===== config.mk =====
export PLATFORM = sky130hd
export DESIGN_NAME = pu_msp430_per_master
export DESIGN_NICKNAME = d
export VERILOG_FILES = /design/src/rtl/pu_msp430_per_master_pkg.sv /design/src/rtl/pu_msp430_per_master.sv
export SDC_FILE = /design/constraint.sdc
export NUM_CORES = 1
export LEC_CHECK = 0
export CAP_MARGIN = 20
export CORE_ASPECT_RATIO = 0.8
export CORE_UTILIZATION = 42
export CTS_BUF_LIST = sky130_fd_sc_hd__clkbuf_16
export DETAILED_ROUTE_END_ITERATION = 8
export PLACE_DENSITY = 0.85
export RECOVER_POWER = 50
export SLEW_MARGIN = 25
export SYNTH_ARGS = -nofsm -noshare
export SYNTH_HDL_FRONTEND = slang
export SYNTH_SLANG_ARGS = --single-unit

===== constraint.sdc =====
create_clock -name mclk -period 3.5 [get_ports mclk]
set_clock_uncertainty 0.2 [all_clocks]
set_input_delay 0.875 -clock mclk [delete_from_list [all_inputs] [get_ports mclk]]
set_output_delay 0.875 -clock mclk [all_outputs]
set_load 0.03 [all_outputs]

===== src/rtl/pu_msp430_per_master_pkg.sv =====
// ----------------------------------------------------------------------------
// pu_msp430_per_master_pkg
// Shared types and constants for the MSP430 peripheral-bus initiator.
//   per_master_state_t : controller state (IDLE/WRITE/READ/DRAIN)
//   PER_AW / PER_DW    : peripheral bus word-address and data widths
// ----------------------------------------------------------------------------
package pu_msp430_per_master_pkg;

  localparam int PER_AW = 14;
  localparam int PER_DW = 16;

  // Address increment constant, sized to the bus so additions wrap cleanly.
  localparam logic [PER_AW-1:0] ADDR_ONE = {{(PER_AW-1){1'b0}}, 1'b1};

  typedef enum logic [1:0] {
    IDLE  = 2'd0,
    WRITE = 2'd1,
    READ  = 2'd2,
    DRAIN = 2'd3
  } per_master_state_t;

endpackage : pu_msp430_per_master_pkg


===== src/rtl/pu_msp430_per_master.sv =====
// ----------------------------------------------------------------------------
// pu_msp430_per_master
// Peripheral-bus initiator: converts a command stream into MSP430 16-bit
// peripheral bus cycles, single or auto-incrementing burst.
//
// Ports
//   mclk, puc_rst_n       : clock, synchronous active-low reset
//   cmd_valid/ready       : command handshake (ready only in IDLE)
//   cmd_addr/we/len       : start word address, byte mask (0 = read), words-1
//   wd_valid/ready/data   : write-data stream, one beat = one bus cycle
//   rd_valid/ready/data   : read-data stream from a one-entry output slot
//   rd_last               : marks the final beat of a read burst
//   done                  : one-cycle completion pulse
//   busy                  : controller not in IDLE
//   per_en/we/addr/din    : peripheral bus request
//   per_dout              : peripheral read data, valid in the per_en cycle
// ----------------------------------------------------------------------------
module pu_msp430_per_master
  import pu_msp430_per_master_pkg::*;
#(
  parameter int LEN_WD = 4
) (
  input  logic                mclk,
  input  logic                puc_rst_n,
  input  logic                cmd_valid,
  output logic                cmd_ready,
  input  logic [PER_AW-1:0]   cmd_addr,
  input  logic [1:0]          cmd_we,
  input  logic [LEN_WD-1:0]   cmd_len,
  input  logic                wd_valid,
  output logic                wd_ready,
  input  logic [PER_DW-1:0]   wd_data,
  output logic                rd_valid,
  input  logic                rd_ready,
  output logic [PER_DW-1:0]   rd_data,
  output logic                rd_last,
  output logic                done,
  output logic                busy,
  output logic                per_en,
  output logic [1:0]          per_we,
  output logic [PER_AW-1:0]   per_addr,
  output logic [PER_DW-1:0]   per_din,
  input  logic [PER_DW-1:0]   per_dout
);

  localparam logic [LEN_WD-1:0] LEN_ONE = {{(LEN_WD-1){1'b0}}, 1'b1};

  per_master_state_t   state_q,     state_d;
  logic [PER_AW-1:0]   addr_q,      addr_d;
  logic [1:0]          we_q,        we_d;
  logic [LEN_WD-1:0]   remaining_q, remaining_d;
  logic                rd_valid_q,  rd_valid_d;
  logic [PER_DW-1:0]   rd_data_q,   rd_data_d;
  logic                rd_last_q,   rd_last_d;
  logic                done_q,      done_d;
  logic                cmd_ready_q, cmd_ready_d;

  // NOTE: every signal assigned here gets a default first, so no path can
  // leave one unassigned and infer a latch.
  always_comb begin
    state_d     = state_q;
    addr_d      = addr_q;
    we_d        = we_q;
    remaining_d = remaining_q;
    rd_valid_d  = rd_valid_q;
    rd_data_d   = rd_data_q;
    rd_last_d   = rd_last_q;
    done_d      = 1'b0;
    wd_ready    = 1'b0;
    per_en      = 1'b0;
    per_we      = 2'b00;
    per_addr    = '0;
    per_din     = '0;

    unique case (state_q)
      IDLE: begin
        if (cmd_valid && cmd_ready_q) begin
          addr_d      = cmd_addr;
          we_d        = cmd_we;
          remaining_d = cmd_len;
          state_d     = (cmd_we != 2'b00) ? WRITE : READ;
        end
      end

      WRITE: begin
        wd_ready = 1'b1;
        // A cycle without wd_valid is simply a bubble on the bus.
        if (wd_valid) begin
          per_en      = 1'b1;
          per_we      = we_q;
          per_addr    = addr_q;
          per_din     = wd_data;
          addr_d      = addr_q + ADDR_ONE;
          remaining_d = remaining_q - LEN_ONE;
          if (remaining_q == '0) begin
            done_d  = 1'b1;
            state_d = IDLE;
          end
        end
      end

      READ: begin
        // Issue only when the output slot is empty or being emptied now,
        // so held read data is never overwritten.
        if (!rd_valid_q || rd_ready) begin
          per_en      = 1'b1;
          per_addr    = addr_q;
          rd_valid_d  = 1'b1;
          rd_data_d   = per_dout;
          rd_last_d   = (remaining_q == '0);
          addr_d      = addr_q + ADDR_ONE;
          remaining_d = remaining_q - LEN_ONE;
          if (remaining_q == '0) begin
            state_d = DRAIN;
          end
        end
      end

      DRAIN: begin
        if (rd_ready) begin
          rd_valid_d = 1'b0;
          rd_last_d  = 1'b0;
          done_d     = 1'b1;
          state_d    = IDLE;
        end
      end

      default: state_d = IDLE;
    endcase

    // Registered so it stays low through reset and rises on the first edge
    // after reset is released.
    cmd_ready_d = (state_d == IDLE);
  end

  // NOTE: sequential state uses non-blocking assignments so every flop
  // samples the pre-edge values regardless of statement order.
  always_ff @(posedge mclk) begin
    if (!puc_rst_n) begin
      state_q     <= IDLE;
      addr_q      <= '0;
      we_q        <= 2'b00;
      remaining_q <= '0;
      rd_valid_q  <= 1'b0;
      rd_data_q   <= '0;
      rd_last_q   <= 1'b0;
      done_q      <= 1'b0;
      cmd_ready_q <= 1'b0;
    end else begin
      state_q     <= state_d;
      addr_q      <= addr_d;
      we_q        <= we_d;
      remaining_q <= remaining_d;
      rd_valid_q  <= rd_valid_d;
      rd_data_q   <= rd_data_d;
      rd_last_q   <= rd_last_d;
      done_q      <= done_d;
      cmd_ready_q <= cmd_ready_d;
    end
  end

  assign cmd_ready = cmd_ready_q;
  assign rd_valid  = rd_valid_q;
  assign rd_data   = rd_data_q;
  assign rd_last   = rd_last_q;
  assign done      = done_q;
  assign busy      = (state_q != IDLE);

endmodule : pu_msp430_per_master


==> results by group <==
Run status
  – Status: finished, final reports clean

Synthesis
  – Synth area leaders: dfxtp_1 (35%), nand2_1 (8.5%), a21oi_1 (7.4%), and2_1 (5.3%), and3_1 (4.7%)
  – Adder-cell share of the synthesized area: 0.03158
  – Synth Cell Area: 0.002377 sq mm
  – Synth Net Count: 371
  – Synth Flop Type: dfxtp_1
  – Async SR Flop Fraction: 0
  – Post-Synth XOR/XNOR Area: 0
  – #FFs+latches synth: 42
  – Synth Warn #: 0
  – Average size of a mapped cell: 7.718 sq um
  – Synth cell types: 48
  – Yosys top cell area share: 0.3537
  – Leading area contributor after synthesis: dfxtp_1
  – Simple-gate portion of the synthesized area: 0.3216
  – Synth Area in Compound Gates: 0.2242
  – Syn Inst Count: 308
  – Post-synth EDFFs: 0
  – Seq/Total Area, Yosys: 0.3537
  – Combinational family with the most area after synthesis: simple AND/OR/NAND/NOR gates
  – Post-synthesis mux area share: 0.01737

Layout
  – FILL cells: 485
  – Sequential Area: 840.8 sq um
  – Design area: 0.003606 sq mm
  – N_diodes: 0
  – Fin nets: 475
  – Most common cell after layout, fill and taps aside: clkdlybuf4s50_1
  – Fraction of layout cells with a size suffix above 1: 0.1356
  – Post-Layout Cell Count: 491
  – Commonest non-fill, non-tap cells in the layout: clkdlybuf4s50_1 (56), nand2_1 (54), dfxtp_1 (42)
  – Area of the multi-input gates: 0.001391 sq mm
  – Layout area overhead: 51.68%
  – Finished Core Util: 0.6598

Power
  – Internal power: 1.381 mW
  – Logic gate share of total power: 0.466
  – Psw: 0.9525 mW
  – PD cells: 647.2 mW/mm^2
  – Reg power frac: 0.319
  – Total power: 2.334 mW
  – Static leakage: 1.521 nW
  – Net Sw Frac: 0.4081
  – Worst vdd ir: 0.0003406 V
  – Clock share of power: 0.215

Timing
  – Final setup viols: 0
  – Hold_ws: 0.2486 ns
  – Crit share post-route: 0.9560
  – RSZ-0062 raised after global routing: no
  – Worst-Margin Slew: 0.6877 ns
  – Final-report max-slew violation count: 0
  – Final Hold Fails: 0
  – Max_slew headroom: 0.5415
  – Peak Freq: 298.9 MHz
  – Final WS setup: 0.1540 ns
  – Setup TNS: 0 ns
  – Fin crit period: 3.346 ns

Job
  – Max cap viols: 0

Clock network
  – Total CTS buffers: 5
  – Hold buffer count at CTS: 0
  – Clock sink total: 42
  – CTS tree: done
  – CTS HTree Levels: 2
  – Post_cts resized: 0
  – Setup bufs post-CTS: 0
  – Clk slew on worst S/H paths: 0.05 ns
  – Clock Latency Late Sink: 0.28 ns
  – Root buf cell: clkbuf_16
  – Longest Clk Path Bufs: 2

Place
  – # placed instances: 483
  – Hpwl dp: 4.910 mm
  – Pre-CTS WS: 0.1778 ns
  – DP Area: 0.003471 sq mm
  – Final GP Congestion: 0.7966
  – PortBufs: 111

Setup path
  – Required time of the critical path: 2.42 ns
  – Worst Setup End Kind: primary output
  – CP Max Fanout: 15
  – FF-to-FF setup slack: 0.70 ns
  – Crit Path Class: input pin to primary output
  – Critical Path Start Type: input pin
  – WP data arrival: 2.27 ns

Floorplanning
  – Die height: 69.29 um
  – Die area: 0.005967 sq mm
  – CORE AREA: 0.005465 sq mm
  – I/O Pins: 112
  – Row cnt: 24
  – Initial core utilization: 0.4350
  – Width of the die: 86.12 um

GRT
  – Largest net degree at the start of global routing: 32
  – Total congestion overflow: 0
  – First-pass GRT wire length: 10.87 mm
  – Initial antenna violation count: 0
  – Vias in the first global route: 2275
  – All-Layer GR Usage: 0.2256

Routing
  – Vias/cell: 5.340
  – Drt pass-1 iters: 6
  – DR WL/cell: 13.55 um
  – Via Count: 2622
  – Iter 0 DRT Violations: 140
  – DRC: 0
  – Drt total wl: 6.652 mm
  – Post-route ant nets: 0

Min path
  – Min-delay worst type: flip-flop to flip-flop
==> critical path, stage by stage <==
cell             delay (ns)
clkdlybuf4s50_1        0.47
nand2b_1               0.17
nand2_1                0.09
a21oi_1                0.17
buf_4                  0.20
and2_1                 0.14
buf_4                  0.15
==> state kept, by name (all words and copies together), names as in the netlist <==
name and count:
state_q 2, addr_q 14, done 1, rd_data 16
we_q 2, rd_valid 1, cmd_ready 1, remaining_q 4
rd_last 1
==> logic make-up after synthesis <==
logic type / count (synthesis)
AND/OR/NAND/NOR: 148
AO/OA/AOI/OAI: 78
flip-flops: 42
buffers and inverters: 30
adder cells (fa/ha/maj): 6
multiplexers: 4
==> power by group through the flow <==
stage / registers, mW / logic, mW / clock network (mW)
2_1_floorplan: 0.786 / 0.726 / 0
3_3_place_gp: 0.749 / 1.09 / 0
3_5_place_dp: 0.753 / 1.12 / 0
4_1_cts: 0.744 / 1.13 / 0.513
5_1_grt: 0.768 / 1.19 / 0.546
6_report: 0.744 / 1.09 / 0.502
==> per-layer routing <==
layer / vias to the layer above / wire length (um) / part of all wire / GRT usage
li1: 1303 / - / - / -
met1: 1215 / 2903 / 0.44 / 0.2930
met2: 99 / 3223 / 0.48 / 0.3818
met3: 5 / 466 / 0.070 / 0.05000
met4: 0 / 59 / 0.0089 / 0.05000
met5: - / 0 / 0 / 0
==> worst paths after layout <==
check / to / depth (start not counted) / from
hold reg to reg: rd_data[3] / 2 / rd_data[3]
hold / removal: rd_data[3] / 2 / rd_data[3]
setup / recovery: per_addr[3] / 7 / rd_ready
setup reg to reg: remaining_q[0] / 7 / state_q[1]
==> final cells by class <==
| type | instances | area share |
|---|---|---|
| clock inverter | 3 | 0.01041 |
| timing repair buffer | 119 | 0.3005 |
| inverter | 8 | 0.008328 |
| multi-input combinational | 236 | 0.3858 |
| clock buffer | 5 | 0.03470 |
| tap | 78 | 0.02706 |
| sequential | 42 | 0.2332 |
==> cells in the mapped netlist, types with 4 or more instances <==
cell type,n
inv_1,6
nand2_1,54
and4_1,4
nor3_1,5
dfxtp_1,42
and2_1,20
nor2_1,15
ha_1,6
nand4_1,5
o21ai_0,8
a21oi_1,35
a211oi_1,4
clkbuf_1,17
and3_1,18
o21ai_2,4
nand3_1,10
nor2b_1,6
o22ai_1,4
Power figures use the tool's default switching activity.
